## config.mk

```make
export PLATFORM = sky130hd
export DESIGN_NAME = e2prom_arbiter
export DESIGN_NICKNAME = d
export VERILOG_FILES = /design/src/rtl/e2prom_arbiter.sv
export SDC_FILE = /design/constraint.sdc
export NUM_CORES = 1
export LEC_CHECK = 0
export ABC_AREA = 1
export BUFFER_PORTS_ARGS = -buffer_cell sky130_fd_sc_hd__buf_2
export CAP_MARGIN = 10
export CORE_MARGIN = 2
export CORE_UTILIZATION = 35
export CTS_CLUSTER_SIZE = 16
export DETAILED_ROUTE_END_ITERATION = 8
export GPL_TIMING_DRIVEN = 0
export PLACE_DENSITY = 0.57
export SETUP_SLACK_MARGIN = 0.3
export SYNTH_ARGS = -nofsm -noshare
export SYNTH_HDL_FRONTEND = slang
export SYNTH_SLANG_ARGS = --single-unit
```

## constraint.sdc

```tcl
create_clock -name sys_clk -period 3.75 [get_ports sys_clk]
set_clock_uncertainty 0.2 [all_clocks]
set_input_delay 0.375 -clock sys_clk [delete_from_list [all_inputs] [get_ports sys_clk]]
set_output_delay 0.375 -clock sys_clk [all_outputs]
set_load 0.01 [all_outputs]
```

## src/rtl/e2prom_arbiter.sv

```systemverilog
// ---------------------------------------------------------------------------
// e2prom_arbiter
//
// Purpose: shares one byte-level I2C EEPROM driver between NUM_REQ clients.
// A round-robin pick in IDLE latches one client's command and presents it to
// the driver. `start` is held until a fresh rising edge of `flag_done` is seen,
// or until the BUSY timeout expires. The served client then gets a one-cycle
// `ack`, with `rdata`/`err` valid in that cycle. A post-transaction idle gap
// then gives an EEPROM write time to finish before the next grant.
//
// Ports:
//   sys_clk, sys_rst      clock, synchronous active-high reset
//   req, req_w0_r1        per-client request level and op (0 write, 1 read)
//   req_addr, req_wdata   packed per-client address (16b) and write data (8b)
//   ack, err, rdata       one-hot completion pulse, timeout flag, read byte
//   busy                  high while a transaction or its gap is in progress
//   start, ctrl_w0_r1,
//   addr, data_write      command towards the I2C driver
//   flag_done, data_read  completion level and read byte from the driver
// ---------------------------------------------------------------------------
module e2prom_arbiter #(
    parameter int NUM_REQ = 2,
    parameter int WR_GAP  = 5000,
    parameter int RD_GAP  = 250,
    parameter int TIMEOUT = 2_000_000
) (
    input  logic                   sys_clk,
    input  logic                   sys_rst,
    input  logic [NUM_REQ-1:0]     req,
    input  logic [NUM_REQ-1:0]     req_w0_r1,
    input  logic [16*NUM_REQ-1:0]  req_addr,
    input  logic [8*NUM_REQ-1:0]   req_wdata,
    output logic [NUM_REQ-1:0]     ack,
    output logic                   err,
    output logic [7:0]             rdata,
    output logic                   busy,
    output logic                   start,
    output logic                   ctrl_w0_r1,
    output logic [15:0]            addr,
    output logic [7:0]             data_write,
    input  logic                   flag_done,
    input  logic [7:0]             data_read
);

    localparam int          IDXW    = $clog2(NUM_REQ);
    localparam logic [15:0] WR_LOAD = 16'(WR_GAP - 1);
    localparam logic [15:0] RD_LOAD = 16'(RD_GAP - 1);
    localparam logic [23:0] TO_LAST = 24'(TIMEOUT - 1);

    typedef enum logic [1:0] {
        IDLE,
        BUSY,
        GAP
    } state_t;

    state_t              state_q, state_d;
    logic [IDXW-1:0]     last_q, last_d;
    logic                flag_done_q;
    logic [15:0]         gap_q, gap_d;
    logic [23:0]         tmo_q, tmo_d;
    logic [NUM_REQ-1:0]  ack_q, ack_d;
    logic                err_q, err_d;
    logic [7:0]          rdata_q, rdata_d;
    logic                ctrl_q, ctrl_d;
    logic [15:0]         addr_q, addr_d;
    logic [7:0]          wdata_q, wdata_d;

    logic                grantValid;
    logic [IDXW-1:0]     grantIdx;
    logic                doneRise;

    // A completion needs a fresh edge of flag_done; a level that was already
    // high when BUSY was entered is ignored because flag_done_q tracks it.
    assign doneRise = flag_done & ~flag_done_q;

    // Round-robin search starting just after the last winner, wrapping.
    always_comb begin
        grantValid = 1'b0;
        grantIdx   = last_q;
        for (int k = 1; k <= NUM_REQ; k++) begin
            if (!grantValid && req[(int'(last_q) + k) % NUM_REQ]) begin
                grantValid = 1'b1;
                grantIdx   = IDXW'((int'(last_q) + k) % NUM_REQ);
            end
        end
    end

    // Next-state and datapath. The driver command only changes on a grant;
    // the last winner doubles as the index of the client being served.
    always_comb begin
        state_d = state_q;
        last_d  = last_q;
        gap_d   = gap_q;
        tmo_d   = tmo_q;
        ack_d   = '0;
        err_d   = err_q;
        rdata_d = rdata_q;
        ctrl_d  = ctrl_q;
        addr_d  = addr_q;
        wdata_d = wdata_q;
        case (state_q)
            IDLE: begin
                if (grantValid) begin
                    state_d = BUSY;
                    last_d  = grantIdx;
                    ctrl_d  = req_w0_r1[grantIdx];
                    addr_d  = req_addr[16*grantIdx +: 16];
                    wdata_d = req_wdata[8*grantIdx +: 8];
                    tmo_d   = '0;
                end
            end
            BUSY: begin
                if (doneRise) begin
                    state_d        = GAP;
                    ack_d[last_q]  = 1'b1;
                    err_d          = 1'b0;
                    if (ctrl_q) begin
                        rdata_d = data_read;
                    end
                    gap_d = ctrl_q ? RD_LOAD : WR_LOAD;
                end else if (tmo_q == TO_LAST) begin
                    state_d       = GAP;
                    ack_d[last_q] = 1'b1;
                    err_d         = 1'b1;
                    gap_d         = WR_LOAD;
                end else begin
                    tmo_d = tmo_q + 24'd1;
                end
            end
            GAP: begin
                if (gap_q == 16'd0) begin
                    state_d = IDLE;
                end else begin
                    gap_d = gap_q - 16'd1;
                end
            end
            default: begin
                state_d = IDLE;
            end
        endcase
    end

    // State and datapath registers with synchronous reset.
    always_ff @(posedge sys_clk) begin
        if (sys_rst) begin
            state_q     <= IDLE;
            last_q      <= IDXW'(NUM_REQ - 1);
            flag_done_q <= 1'b0;
            gap_q       <= '0;
            tmo_q       <= '0;
            ack_q       <= '0;
            err_q       <= 1'b0;
            rdata_q     <= '0;
            ctrl_q      <= 1'b0;
            addr_q      <= '0;
            wdata_q     <= '0;
        end else begin
            state_q     <= state_d;
            last_q      <= last_d;
            flag_done_q <= flag_done;
            gap_q       <= gap_d;
            tmo_q       <= tmo_d;
            ack_q       <= ack_d;
            err_q       <= err_d;
            rdata_q     <= rdata_d;
            ctrl_q      <= ctrl_d;
            addr_q      <= addr_d;
            wdata_q     <= wdata_d;
        end
    end

    assign start      = (state_q == BUSY);
    assign busy       = (state_q != IDLE);
    assign ack        = ack_q;
    assign err        = err_q;
    assign rdata      = rdata_q;
    assign ctrl_w0_r1 = ctrl_q;
    assign addr       = addr_q;
    assign data_write = wdata_q;

endmodule

```

Word level (Yosys, flattened, before mapping)
Index checks and enable logic that the tools add are counted.
W data, S select, Z words.

cells by class
  $add $sub $neg = 4
  order comparisons = 5
  equality and inequality tests = 9
  shift operators = 2
  muxes and demuxes = 32
  bitwise logic cells = 5
  reductions and logical operators = 16

operator list
  kind                     number
  $mux W24                 3
  $mux W16                 3
  $pmux W24 S2             1
  $pmux W16 S2             1
  $shiftx A32 B6 Y16       1
  $add A24 B1 Y24 const B  1
  $eq A24 B21 Y1 const B   1
  $logic_not A16 Y1        1
  $shiftx A16 B5 Y8        1
  $sub A16 B1 Y16 const B  1
  $mux W1                  15
  $mux W13                 1
  $mux W2                  6
  $ne A2 B2 Y1 const B     5
  $reduce_and A3 Y1        3
  $reduce_bool A2 Y1       4
  $lt A2 B3 Y1 const B     2
  $pmux W2 S3              1
  $lt A1 B2 Y1 const B     2
  $reduce_and A2 Y1        2
  $reduce_and A4 Y1        1
  $ne A3 B1 Y1 const B     1
  $add A1 B1 Y1 const B    2
  $and A1 B1 Y1 const A    2
  10 further kinds         12

word-level totals
  register bits = 80
  output and inout bits = 38
  logic and storage cells = 84

Depth between registers and ports, before layout
  depth after elaboration = 11
  mapped depth = 12

Worst setup path after synthesis
No wires, ideal clock.

  kind = reg-to-reg
  start point = register tmo_q[0]
  end point = register tmo_q[14]
  library setup time = 0.114 ns
  arrival time = 1.499 ns
  data required time = 3.436 ns
  path slack = 1.937 ns
  stages on the path, launching flop included = 10
  cell sequence = dfxtp_1 ha_1 nand3_1 nor2_1 nand3_2 nand2_4 nand2_4 buf_4 a21oi_1 nor2_1

on the way
  cells in the longest elaborated chain, start to end = 4
  elaborated cells on any way between the ends = 7

RTL lines
  element                 RTL line  text
  start, declared         60        logic [23:0] tmo_q, tmo_d;
  start signal, assigned  162       tmo_q <= tmo_d;
  $add A24 B1 Y24         127       tmo_d = tmo_q + 24'd1;
  $mux W24                121       end else if (tmo_q == TO_LAST) begin
  $mux W24                113       if (doneRise) begin
  $pmux W24 S2            101       case (state_q)

Several ways; a longest one is shown, not always the timed one. The select of a mux whose other input is x is not followed.
A chain may end at the register's enable or synchronous reset.

Worst setup path in the final report
  start point = register tmo_q[0]
  end point = register gap_q[15]

on the way
  cells in the longest elaborated chain, start to end = 3

RTL lines
  element                             RTL line  text
  $eq A24 B21 Y1                      121
  $ne A3 B1 Y1 (no source line)       n/a
  $reduce_and A3 Y1 (no source line)  n/a
  end signal, assigned                161       gap_q <= gap_d;
  end, declared                       59        logic [15:0] gap_q, gap_d;

Every way passes these cells.

==> results.ini <==
[global_routing]
overflow=0
grt_pass1_vias=4243
grt_use_total=0.186
grt_pass1_wl_um=21100
antenna_found_initial=0
grt_max_degree=16

[timing]
tns_ns=0
finalCritPeriodShare=0.587
maxSlewHeadroom=0.402
finalSetupViolations=0
max_freq_ghz=0.454
hold_viol=0
report.final.slew_viol_count=0
rsz0062_at_grt=no
period_needed_ns=2.20
worst_pin_slew_ns=0.888

[cells_and_area]
syn2layout_area_growth_pct=22.0
n_antenna_cell=0
drive_above_1_share=0.174
nets=910
seqCellArea_um2=1600
nFillCells=1442
multiInputGateArea_um2=2450
final_area_um2=5510

[yosys]
seq_area_frac_synth=0.355
yosys.area.top_type=dfxtp_1
async_flop_share=0
synth_top_family_by_area=simple AND/OR/NAND/NOR gates
synth_compound_area_frac=0.134
synthAdderAreaFrac=0.00554
synth_edf_count=0
synth_ff_type=dfxtp_1
synthSimpleGateAreaFrac=0.399
synthesis.area_um2=4520
synth_area_per_cell_um2=6.14
synth_seq_cells=80
ys_warn_count=0
ys_types=29
synth_nets=800
synth.mux.area_fraction=0
netlist.area_leader.share=0.355
synth_xor_xnor_area_share=0.00388
syn_inst=735
yosysMostFrequentCell=nand2_1
synth_commonest_cells=nand2_1 (177), nor2_1 (176), inv_1 (81)
yosys-top-cells-area=dfxtp_1 (35%), nand2_1 (15%), nor2_1 (15%)

[min_path]
min-delay-start=flag_done
holdPathStages=3
hold_path_end=flag_done_q$_SDFF_PP0_
hp-class=in -> reg

[drt]
remaining_drc_errors=0
drt-total-wl_um=12800
drtIter0Drc=223
via_per_inst=4.63
drt-pass1-iter-count=4
routedWlPerCell_um=12.6
final_antenna_net_count=0
vias=4729

[critical_path]
crit_family=simple AND/OR/NAND/NOR gates
r2r-end=gap_q[15]$_SDFFE_PP0P_
start_kind=flip-flop
cpMaxStageDelayCell=dfxtp_1
path_max_fanout=10
reg2reg_depth=9
r2r_start=tmo_q[0]$_SDFFE_PP0P_
required_ns=3.80
path_buf_inv=1
arrival_ns=2.25
reg2reg_setup_slack_ns=1.55
max_stage_delay_ns=0.43
critical_path_class=reg -> reg
crit_chain=ha_1 -> nand3_1 -> nor2_1 -> nand3_2 -> nand2_4 -> nand2_4 -> buf_6 -> a21oi_1 -> nor2_1
endpoint_kind=flip-flop

[placement]
place.port_buffers=99
hpwl_um=9610
placed_area_um2=5230
place_congestion=0.855

[floorplan]
start_util=0.358
row_count=41
die_y_um=118
io_pins=101
core_um2=12600
dieArea_um2=13800
die-width_um=118

[clocking]
tritoncts=yes
clock_sinks=80
post_cts_resized=0
cts_root_buf=clkbuf_16
clkLatencyLatePin_ns=0.35
cts_buffers=9
cts_max_level=3
holdBufCountCts=0
postCtsSetupBuffers=0
clk_pin_slew_ns=0.06
cts_buffer_depth=2

[power]
p_per_area_nw_per_um2=537
peakVddDrop_v=0.000220
leakage_uw=0.00256

[run_status]
status=finished, final reports clean

[job]
maxCapViolations=0

-- layout by cell type, fill, tap and decap left out --
cell type | Yosys | final
o211ai_1 | 2 | 2
nor4_1 | 1 | 1
clkinv_4 | 0 | 3
nand4_1 | 13 | 13
clkbuf_1 | 10 | 10
nor3_1 | 4 | 4
nand3_2 | 2 | 2
xor2_1 | 1 | 1
inv_2 | 6 | 6
buf_4 | 4 | 4
clkinvlp_4 | 0 | 1
buf_2 | 8 | 107
nand3b_1 | 1 | 1
nand3_1 | 51 | 51
nor2_4 | 2 | 2
nand2_1 | 177 | 177
clkinv_2 | 0 | 1
inv_6 | 0 | 2
inv_1 | 81 | 81
clkbuf_16 | 0 | 9
a31oi_4 | 1 | 1
a211oi_1 | 25 | 25
ha_1 | 2 | 2
dfxtp_1 | 80 | 80
nor2_1 | 176 | 176
o21bai_1 | 2 | 2
nor2_2 | 5 | 5
a21oi_1 | 21 | 21
o21ai_1 | 3 | 3
nand2_4 | 3 | 3
xnor2_1 | 1 | 1
buf_1 | 2 | 2
buf_6 | 2 | 2
o21ai_0 | 49 | 49
-- cell families (layout without fill, tap and decap cells) --
logic type,Yosys count,count (layout)
buffers and inverters,113,228
adder cells (fa/ha/maj),2,2
AND/OR/NAND/NOR,435,435
AO/OA/AOI/OAI,103,103
flip-flops,80,80
XOR/XNOR,2,2
-- sequential cells by signal, indices dropped and copies added (netlist names) --
register and cells:
err 1, flag_done_q 1, gap_q 16, ctrl_w0_r1 1, last_q 1, data_write 8
tmo_q 24, ack 2, rdata 8, state_q 2, addr 16
-- per-layer routing --
layer	wire length, µm	vias up	global-route usage	share of wire
li1	-	2567	-	-
met1	6540	2031	0.249	0.51
met2	5450	116	0.295	0.42
met3	665	15	0.0436	0.052
met4	183	0	0.0640	0.014
met5	0	-	0	0
-- power by group --
part	switching, µW	internal [µW]
registers	91.7	975
logic	693	356
clock network	389	455
-- metrics by stage --
stage | std cells | setup WS, ns | power, µW | hold WS, ns | utilization
6_report | 1022 | 1.55 | 2960 | 0.0440 | 0.436
5_1_grt | 1022 | 1.36 | 3190 | 0.0432 | 0.436
4_1_cts | 1022 | 1.54 | 2990 | 0.0354 | 0.436
3_5_place_dp | 1006 | 1.55 | 2130 | 0.273 | 0.414
3_3_place_gp | 1006 | 1.58 | 2140 | 0.276 | 0.414
2_1_floorplan | 735 | 1.94 | 1810 | 0.237 | -
-- layout make-up --
| cell class | count | area share |
|---|---|---|
| Clock inverter | 7 | 0.0102 |
| Clock buffer | 9 | 0.0409 |
| Sequential cell | 80 | 0.291 |
| Buffer | 26 | 0.0250 |
| Multi-Input combinational cell | 542 | 0.445 |
| Tap cell | 172 | 0.0391 |
| Inverter | 87 | 0.0593 |
| Timing Repair Buffer | 99 | 0.0900 |
-- worst max path at each step --
stage,startpoint,endpoint,cells past startpoint
floorplan,tmo_q[0]$_SDFFE_PP0P_,tmo_q[14]$_SDFFE_PP0P_,9
CTS,tmo_q[0]$_SDFFE_PP0P_,gap_q[2]$_SDFFE_PP0P_,9
global placement,tmo_q[0]$_SDFFE_PP0P_,gap_q[8]$_SDFFE_PP0P_,9
detailed placement,tmo_q[0]$_SDFFE_PP0P_,gap_q[2]$_SDFFE_PP0P_,9
global route,tmo_q[0]$_SDFFE_PP0P_,gap_q[8]$_SDFFE_PP0P_,9
finish,tmo_q[0]$_SDFFE_PP0P_,gap_q[15]$_SDFFE_PP0P_,9
-- tightest hold or removal path, cell delays in order --
cell and delay (ns):
buf_2 0.10, inv_1 0.04, nor2_1 0.03
Note: power is estimated with default switching activity, not from simulation.
